$ cat src/rtl/ps2_key_events_if.sv
// ps2_key_events_if: decoded key-event FIFO pop port (master = receiver, slave = consumer)
interface ps2_key_events_if #(parameter int FIFO_DEPTH = 8);
    logic rd_en;
    logic ev_valid;
    logic [7:0] ev_code;
    logic ev_ext;
    logic ev_break;
    logic [$clog2(FIFO_DEPTH):0] fifo_count;
    modport master(input rd_en, output ev_valid, ev_code, ev_ext, ev_break, fifo_count);
    modport slave(output rd_en, input ev_valid, ev_code, ev_ext, ev_break, fifo_count);
endinterface

$ cat src/rtl/ps2_key_events.sv
// ps2_key_events: PS/2 keyboard receiver with E0/F0 decoding, typematic suppression and event FIFO
module ps2_key_events #(
    parameter int FIFO_DEPTH  = 8,
    parameter int CNT_W       = 8,
    parameter int TIMEOUT_CYC = 50000
) (
    input  logic             CLOCK,
    input  logic             SW,
    input  logic             PS2_CLK,
    input  logic             PS2_DAT,
    ps2_key_events_if.master ev,
    output logic             overflow,
    output logic             frame_err,
    output logic [CNT_W-1:0] key_count,
    output logic [7:0]       cur_key
);
    localparam int AW = $clog2(FIFO_DEPTH);
    localparam int CW = AW + 1;
    localparam int TW = $clog2(TIMEOUT_CYC + 1);

    typedef enum logic [1:0] {IDLE, EXT, BRK, EXT_BRK} state_t;

    logic [2:0]    clk_sync;
    logic [1:0]    dat_sync;
    logic          fall, dat_bit;
    logic [3:0]    bit_cnt;
    logic [9:0]    sr;
    logic [10:0]   frame;
    logic          frame_ok;
    logic [TW-1:0] tcnt;
    logic          byte_rdy, byte_err;
    logic [7:0]    rx_byte;
    state_t        state;
    logic          emit_v;
    logic [9:0]    emit_ev;
    logic [9:0]    mem [FIFO_DEPTH];
    logic [AW-1:0] wp, rp;
    logic [CW-1:0] cnt;
    logic          held_v, held_ext;
    logic [7:0]    held_code;
    logic          full, do_rd, do_wr, is_held;

    // frame[0] is the start bit once the stop bit has been shifted in
    assign frame    = {dat_bit, sr};
    assign frame_ok = !frame[0] && ^frame[9:1] && frame[10];

    always_ff @(posedge CLOCK) begin
        if (!SW) begin
            clk_sync  <= '1;
            dat_sync  <= '1;
            fall      <= 1'b0;
            dat_bit   <= 1'b1;
            bit_cnt   <= '0;
            sr        <= '0;
            tcnt      <= '0;
            byte_rdy  <= 1'b0;
            byte_err  <= 1'b0;
            rx_byte   <= '0;
            frame_err <= 1'b0;
        end else begin
            clk_sync <= {clk_sync[1:0], PS2_CLK};
            dat_sync <= {dat_sync[0], PS2_DAT};
            fall     <= clk_sync[2] & ~clk_sync[1];
            dat_bit  <= dat_sync[1];
            byte_rdy <= 1'b0;
            byte_err <= 1'b0;
            if (fall) begin
                sr      <= frame[10:1];
                tcnt    <= '0;
                bit_cnt <= (bit_cnt == 4'd10) ? 4'd0 : bit_cnt + 4'd1;
                if (bit_cnt == 4'd10) begin
                    byte_rdy  <= frame_ok;
                    byte_err  <= !frame_ok;
                    rx_byte   <= frame[8:1];
                    frame_err <= frame_err | !frame_ok;
                end
            end else if (bit_cnt == 4'd0) begin
                tcnt <= '0;
            end else if (tcnt == TW'(TIMEOUT_CYC - 1)) begin
                bit_cnt <= '0;
                tcnt    <= '0;
            end else begin
                tcnt <= tcnt + 1'b1;
            end
        end
    end

    always_ff @(posedge CLOCK) begin
        if (!SW) begin
            state   <= IDLE;
            emit_v  <= 1'b0;
            emit_ev <= '0;
        end else begin
            emit_v <= 1'b0;
            if (byte_err) begin
                state <= IDLE;
            end else if (byte_rdy) begin
                if (rx_byte == 8'hE0)
                    state <= (state == BRK || state == EXT_BRK) ? IDLE : EXT;
                else if (rx_byte == 8'hF0)
                    state <= (state == IDLE) ? BRK : (state == EXT) ? EXT_BRK : IDLE;
                else begin
                    emit_v  <= 1'b1;
                    emit_ev <= {state == EXT || state == EXT_BRK, state == BRK || state == EXT_BRK, rx_byte};
                    state   <= IDLE;
                end
            end
        end
    end

    // a full FIFO still accepts a write when the head is popped in the same cycle
    assign full    = cnt == CW'(FIFO_DEPTH);
    assign do_rd   = ev.rd_en && cnt != '0;
    assign do_wr   = emit_v && (!full || do_rd);
    assign is_held = held_v && held_ext == emit_ev[9] && held_code == emit_ev[7:0];

    always_ff @(posedge CLOCK) begin
        if (do_wr)
            mem[wp] <= emit_ev;
    end

    always_ff @(posedge CLOCK) begin
        if (!SW) begin
            wp        <= '0;
            rp        <= '0;
            cnt       <= '0;
            overflow  <= 1'b0;
            held_v    <= 1'b0;
            held_ext  <= 1'b0;
            held_code <= '0;
            key_count <= '0;
        end else begin
            if (do_wr)
                wp <= wp + 1'b1;
            if (do_rd)
                rp <= rp + 1'b1;
            cnt <= cnt + CW'(do_wr) - CW'(do_rd);
            if (emit_v && full && !do_rd)
                overflow <= 1'b1;
            if (emit_v && !emit_ev[8] && !is_held) begin
                key_count <= key_count + 1'b1;
                held_v    <= 1'b1;
                held_ext  <= emit_ev[9];
                held_code <= emit_ev[7:0];
            end else if (emit_v && emit_ev[8] && is_held) begin
                held_v <= 1'b0;
            end
        end
    end

    assign ev.ev_valid   = cnt != '0;
    assign {ev.ev_ext, ev.ev_break, ev.ev_code} = ev.ev_valid ? mem[rp] : 10'd0;
    assign ev.fifo_count = cnt;
    assign cur_key       = held_v ? held_code : 8'h00;
endmodule

$ cat src/flat_wrapper.sv
// flat-port wrapper written by rule: the top's interface ports become plain ports
module ps2_key_events_flat 
#(
    parameter int FIFO_DEPTH  = 8,
    parameter int CNT_W       = 8,
    parameter int TIMEOUT_CYC = 50000
)
  (CLOCK, SW, PS2_CLK, PS2_DAT, overflow, frame_err, key_count, cur_key, ev_rd_en, ev_ev_valid, ev_ev_code, ev_ev_ext, ev_ev_break, ev_fifo_count);
  ps2_key_events_if #(.FIFO_DEPTH(FIFO_DEPTH)) ev_i ();
  input  logic CLOCK;
  input  logic SW;
  input  logic PS2_CLK;
  input  logic PS2_DAT;
  output logic overflow;
  output logic frame_err;
  output logic [CNT_W-1:0] key_count;
  output logic [7:0] cur_key;
  input wire logic [$bits(ev_i.rd_en)-1:0] ev_rd_en;
  output wire logic [$bits(ev_i.ev_valid)-1:0] ev_ev_valid;
  output wire logic [$bits(ev_i.ev_code)-1:0] ev_ev_code;
  output wire logic [$bits(ev_i.ev_ext)-1:0] ev_ev_ext;
  output wire logic [$bits(ev_i.ev_break)-1:0] ev_ev_break;
  output wire logic [$bits(ev_i.fifo_count)-1:0] ev_fifo_count;
  assign ev_i.rd_en = ev_rd_en;
  assign ev_ev_valid = ev_i.ev_valid;
  assign ev_ev_code = ev_i.ev_code;
  assign ev_ev_ext = ev_i.ev_ext;
  assign ev_ev_break = ev_i.ev_break;
  assign ev_fifo_count = ev_i.fifo_count;
  ps2_key_events #(.FIFO_DEPTH(FIFO_DEPTH), .CNT_W(CNT_W), .TIMEOUT_CYC(TIMEOUT_CYC)) u_core (.CLOCK(CLOCK), .SW(SW), .PS2_CLK(PS2_CLK), .PS2_DAT(PS2_DAT), .ev(ev_i), .overflow(overflow), .frame_err(frame_err), .key_count(key_count), .cur_key(cur_key));
endmodule
$ cat config.mk
export PLATFORM = sky130hd
export DESIGN_NAME = ps2_key_events_flat
export DESIGN_NICKNAME = d
export VERILOG_FILES = /design/src/rtl/ps2_key_events_if.sv /design/src/rtl/ps2_key_events.sv /design/src/flat_wrapper.sv
export SDC_FILE = /design/constraint.sdc
export NUM_CORES = 1
export LEC_CHECK = 0
export ABC_AREA = 1
export CORE_AREA = 2 2 119 121
export DETAILED_ROUTE_END_ITERATION = 10
export DIE_AREA = 0 0 121 123
export PLACE_DENSITY = 0.84
export SKIP_CTS_REPAIR_TIMING = 1
export SLEW_MARGIN = 20
export SYNTH_ARGS = -nofsm -noshare
export SYNTH_HDL_FRONTEND = slang
export SYNTH_SLANG_ARGS = --single-unit
$ cat constraint.sdc
create_clock -name CLOCK -period 2.55 [get_ports CLOCK]
set_clock_uncertainty 0.05 [all_clocks]
set_input_delay 0.255 -clock CLOCK [delete_from_list [all_inputs] [get_ports CLOCK]]
set_output_delay 0.255 -clock CLOCK [all_outputs]
set_load 0.1 [all_outputs]
Word level (Yosys, flattened, before mapping)
Memory sizes are Yosys's and may differ from the RTL's. A register that Yosys moved wholly into a read port is not among the register bits.
Index checks and enable logic that the tools add are counted.
{"block": "word_totals", "elab_cells": 101, "register_bits": 90, "n_memories": 1, "ram_bits": 80, "in_bits": 5, "out_inout_bits": 33}
{"block": "op_classes", "bitwise_logic": 8, "add_sub_neg": 7, "eq_ne": 11, "mux": 18, "n_reduce_logical": 34}
{"name": "u_core.mem", "depth": 8, "word_bits": 10, "rd": 1, "rd_ports_with_merged_regs": 1, "wr": 1, "line": "ps2_key_events.sv:36", "rtl": "logic [9:0] mem [FIFO_DEPTH];"}
{"cell": "$add A16 B1 Y16 const B", "n": 1}
{"cell": "$eq A16 B16 Y1 const B", "n": 1}
{"cell": "$eq A8 B8 Y1 const B", "n": 2}
{"cell": "$mux W4", "n": 4}
{"cell": "$logic_and A1 B1 Y1", "n": 12}
{"cell": "$mux W10", "n": 1}
{"cell": "$reduce_xor A9 Y1", "n": 1}
{"cell": "$add A8 B1 Y8 const B", "n": 1}
{"cell": "$eq A4 B4 Y1 const B", "n": 2}
{"cell": "$eq A8 B8 Y1", "n": 1}
{"cell": "$mux W2", "n": 4}
{"cell": "$mux W8", "n": 1}
{"cell": "$reduce_or A4 Y1", "n": 2}
{"cell": "$add A3 B1 Y3 const B", "n": 2}
{"cell": "$logic_not A1 Y1", "n": 6}
{"cell": "$mux W1", "n": 6}
{"cell": "$mux W3", "n": 2}
{"cell": "$not A1 Y1", "n": 6}
{"cell": "$add A4 B1 Y4", "n": 1}
{"cell": "$add A4 B1 Y4 const B", "n": 1}
{"cell": "$eq A2 B2 Y1 const B", "n": 2}
{"cell": "$logic_not A4 Y1", "n": 1}
{"cell": "$reduce_and A2 Y1", "n": 2}
{"cell": "$reduce_and A4 Y1", "n": 1}
{"cell": "12 further kinds", "n": 15}

Longest topological paths before layout
{"block": "depth", "word_depth": 6, "depth_mapped": 12, "mapped_depth_nobuf": 12}

Worst setup path before layout
OpenSTA, ideal clock, no wires.
{"block": "synth_path", "path_type": "flip-flop to output port", "startpoint": "register u_core.cnt[2] (netlist: u_core.ev.fifo_count[2])", "endpoint": "output ev_ev_break", "setup_slack_ns": -2.009, "n_path_buf": 1, "t_arrival_ns": 4.254, "required_ns": 2.245, "path_stages_with_launch": 7, "path_cell_list": "dfxtp_1 -> inv_1 -> ha_1 -> nand3_1 -> clkbuf_1 -> o21ai_0 -> a31oi_1"}
{"block": "synth_via", "elab_chain_cells": 2}
{"element": "start, declared", "line": "ps2_key_events.sv:38", "rtl": "logic [CW-1:0] cnt;"}
{"element": "start signal, assigned", "line": "ps2_key_events.sv:137", "rtl": "cnt <= cnt + CW'(do_wr) - CW'(do_rd);"}
{"element": "$reduce_bool A4 Y1", "line": "ps2_key_events.sv:151", "rtl": "assign ev.ev_valid = cnt != '0;"}
{"element": "net ev_ev_valid", "line": "flat_wrapper.sv:19", "rtl": "output wire logic [$bits(ev_i.ev_valid)-1:0] ev_ev_valid;"}
{"element": "$mux W10", "line": "ps2_key_events.sv:152", "rtl": "assign {ev.ev_ext, ev.ev_break, ev.ev_code} = ev.ev_valid ? mem[rp] : 10'd0;"}
{"element": "end, declared", "line": "flat_wrapper.sv:22", "rtl": "output wire logic [$bits(ev_i.ev_break)-1:0] ev_ev_break;"}
The timed path passes the listed nets, and every way through them passes these cells.

==> results by group <==
Global routing
  – Initial antenna violation count: 0
  – GRT overflow: 0
  – Largest net degree at the start of global routing: 41
  – Global-route wire length before repair: 24900 um
  – Total Routing Usage GR: 21.1%
  – Vias in the first global route: 5399

Drt
  – Routed wl met3: 670 um
  – Via count: 5750
  – Top Metal Used: met4
  – Via/cell ratio: 5.34
  – ANT nets after route: 0
  – Wire length on met1: 6290 um
  – Final WL: 14900 um
  – DRT iter0 DRCs: 415
  – Residual DRC: 0
  – DR WL/cell: 13.9 um
  – Met2 WL: 7540 um
  – Detailed-router iteration count before antenna repair: 5

Logic synthesis
  – Mux cell area share after synthesis: 0%
  – Post-synthesis compound-gate area fraction: 10.4%
  – Mapped Nets: 863
  – Synth warn: 0
  – Xor/xnor share of the synthesized area: 0.948%
  – #FFs+latches synth: 173
  – Synth Area in Simple Gates: 22.1%
  – Post-synth cell types: 40
  – Register area share after synthesis: 57.7%
  – Adder-cell area share of the yosys netlist: 2.30%
  – Synth top area share: 32.5%
  – Largest family of logic cells by synthesized area: simple AND/OR/NAND/NOR gates
  – Syn Std Cell Area: 0.00739 mm2
  – Largest cells by area after synthesis: edfxtp_1 32%, dfxtp_1 25%, nand2_1 8.4%
  – Leading area contributor after synthesis: edfxtp_1
  – Synth Instances: 845
  – Avg Cell Area, Syn: 8.75 um2

Setup path
  – Worst-path fanout max: 20
  – Worst Path Buf+Inv: 2
  – Most frequent CP cell: o21ai_0
  – CP Launch Type: flip-flop
  – Slowest-stage cell, CP: dfxtp_1
  – Crit path required time: 2.25 ns
  – Reg2reg end: u_core.ev.fifo_count[2]
  – CP Capture Type: primary output
  – Crit-path max cell delay: 0.39 ns
  – Critical-path cell list: clkinvlp_4 > o21ai_0 > o22ai_1 > o21ai_0 > a31oi_4 > buf_12
  – Reg-to-Reg Start: u_core.ev.fifo_count[2]
  – Worst Path Arrival: 2.09 ns
  – Worst reg2reg path depth: 11
  – Reg2reg setup slack: 0.33 ns
  – CP Class: reg -> out
  – CP top delay family: compound AO/OA/AOI/OAI gates

Pwr
  – Total power: 8.08 mW
  – Peak supply drop: 605 uV
  – Leak: 3.47 nW
  – Power Dens Cells: 927 mW/mm2

Placed design
  – Pre-CTS WS: 0.324 ns
  – Gpl congestion: 0.820
  – Placed Instances: 1044
  – Cell Area, Placed: 0.00812 mm2
  – I/O Buffers: 37
  – Hpwl dp: 9770 um

CTS
  – Clock transition at path regs: 0.07 ns
  – Num CTS Buffers: 17
  – Root Driver: clkbuf_16
  – TritonCTS clock tree: yes
  – CTS max path bufs: 2
  – Clock Sinks: 173
  – Skew-Pair Late Insertion Delay: 0.43 ns
  – CTS H-tree depth: 4

STA
  – Setup slack after layout: 0.156 ns
  – Minimum clock period: 2.39 ns
  – Final setup fails: 0
  – Slew margin rel.: 55.2%
  – Max-slew violations: 0
  – Fmax: 0.418 GHz
  – Fin. Hold Viols: 0
  – Period utilisation layout: 93.9%
  – Slew @ Worst Pin: 0.671 ns

Flow run
  – Max Cap Viol: 0

Cells and area
  – Most common cell after layout, fill and taps aside: nand2_1
  – Diode count: 0
  – Synth-to-layout area growth: 17.9%
  – Post-route insts no fill: 1076
  – Finished Cell Area: 0.00871 mm2
  – Most frequent cells in the layout: 165 x nand2_1, 143 x nor2_1, 89 x dfxtp_1
  – Layout cells sized above 1: 14.1%
  – Post-layout net count: 901
  – Final core occ: 64.0%
  – Fillers: 1050
  – Multi-input gate area: 0.00278 mm2
  – Sequential Area: 0.00427 mm2

Hold path
  – Hold path cells: 3
  – Worst Hold Class: in -> reg
  – Worst hold start: SW
  – Hold Path Sink: u_core.ev.fifo_count[0]

Die
  – Die Ht: 123 um
  – Initial cell density of the core: 54.3%
  – Die ar.: 0.0149 mm2
  – Core area: 0.0136 mm2
  – Rows: 43
  – Ports: 38
  – Die Wd: 121 um

Outcome
  – Status: finished, final reports clean
-- metal layers --
layer / global-route usage [%] / up-vias
met4: 9.88 / 0
met2: 36.6 / 156
met1: 25.0 / 2694
li1: - / 2861
met3: 4.98 / 39
met5: 0 / -
-- worst min-delay path, stage by stage --
cell	delay [ns]
buf_2	0.22
nand2_1	0.10
inv_1	0.03
-- cells by family (layout without fill, tap and decap cells) --
| group | count (synthesis) | count (layout) |
|---|---|---|
| buffers and inverters | 121 | 172 |
| adder cells (fa/ha/maj) | 13 | 13 |
| XOR/XNOR | 8 | 8 |
| AO/OA/AOI/OAI | 146 | 146 |
| flip-flops | 173 | 173 |
| AND/OR/NAND/NOR | 384 | 384 |
-- area by class of cell --
class                   instances  share of cell area [%]
flip-flops and latches        173                    49.0
clock buffers                  18                    4.92
repair buffers                 50                    5.84
multi-input cells             551                    31.9
clock inverters                14                    1.75
inverters                      90                    3.95
well taps                     180                    2.58
-- worst max path at each step --
stage                                         end  slack (ns)  cells after the start
after floorplan                       ev_ev_break       0.007                      6
after global placement    u_core.ev.fifo_count[2]        0.41                      9
after detailed placement  u_core.ev.fifo_count[2]        0.32                      9
after CTS                           ev_ev_code[4]       -0.05                      6
after global routing                  ev_ev_break     -0.0009                      6
final                                 ev_ev_break        0.16                      6
-- power breakdown --
group / total (mW) / internal, mW / switching, mW
sequential: 2.99 / 2.94 / 0.0467
combinational: 2.56 / 0.796 / 1.76
clock: 2.53 / 1.38 / 1.15
total: 8.08 / 5.12 / 2.96
-- sequential cells by signal, indices dropped and copies added, names as in the netlist, 8 cells and up, named ones only --
name and cells:
u_core.held_code 8, u_core.mem 80, u_core.key_count 8, u_core.tcnt 16
u_core.rx_byte 8, u_core.sr 10, u_core.emit_ev 10
-- through the flow --
stage,TNS (ns),hold WS [ns]
global route,-0.000912,0.170
floorplan,0,0.312
finish,0,0.164
global placement,0,0.346
detailed placement,0,0.351
CTS,-0.0543,0.152
-- cells in the mapped netlist (all sizes together) --
cell and n:
nand3 36, nand4 8, a21boi 1, buf 11, ha 12, clkbuf 20
nor3 8, a21oi 40, a211oi 1, nand2 166, nor4 2, or2 7
edfxtp 80, nor3b 4, a31oi 12, nand3b 2, o21ai 81, xor2 5
o22ai 10, a21o 1, inv 90, fa 1, and2 1, nor2 150
dfxtp 93, xnor2 3
Note: power is estimated with default switching activity, not from simulation.
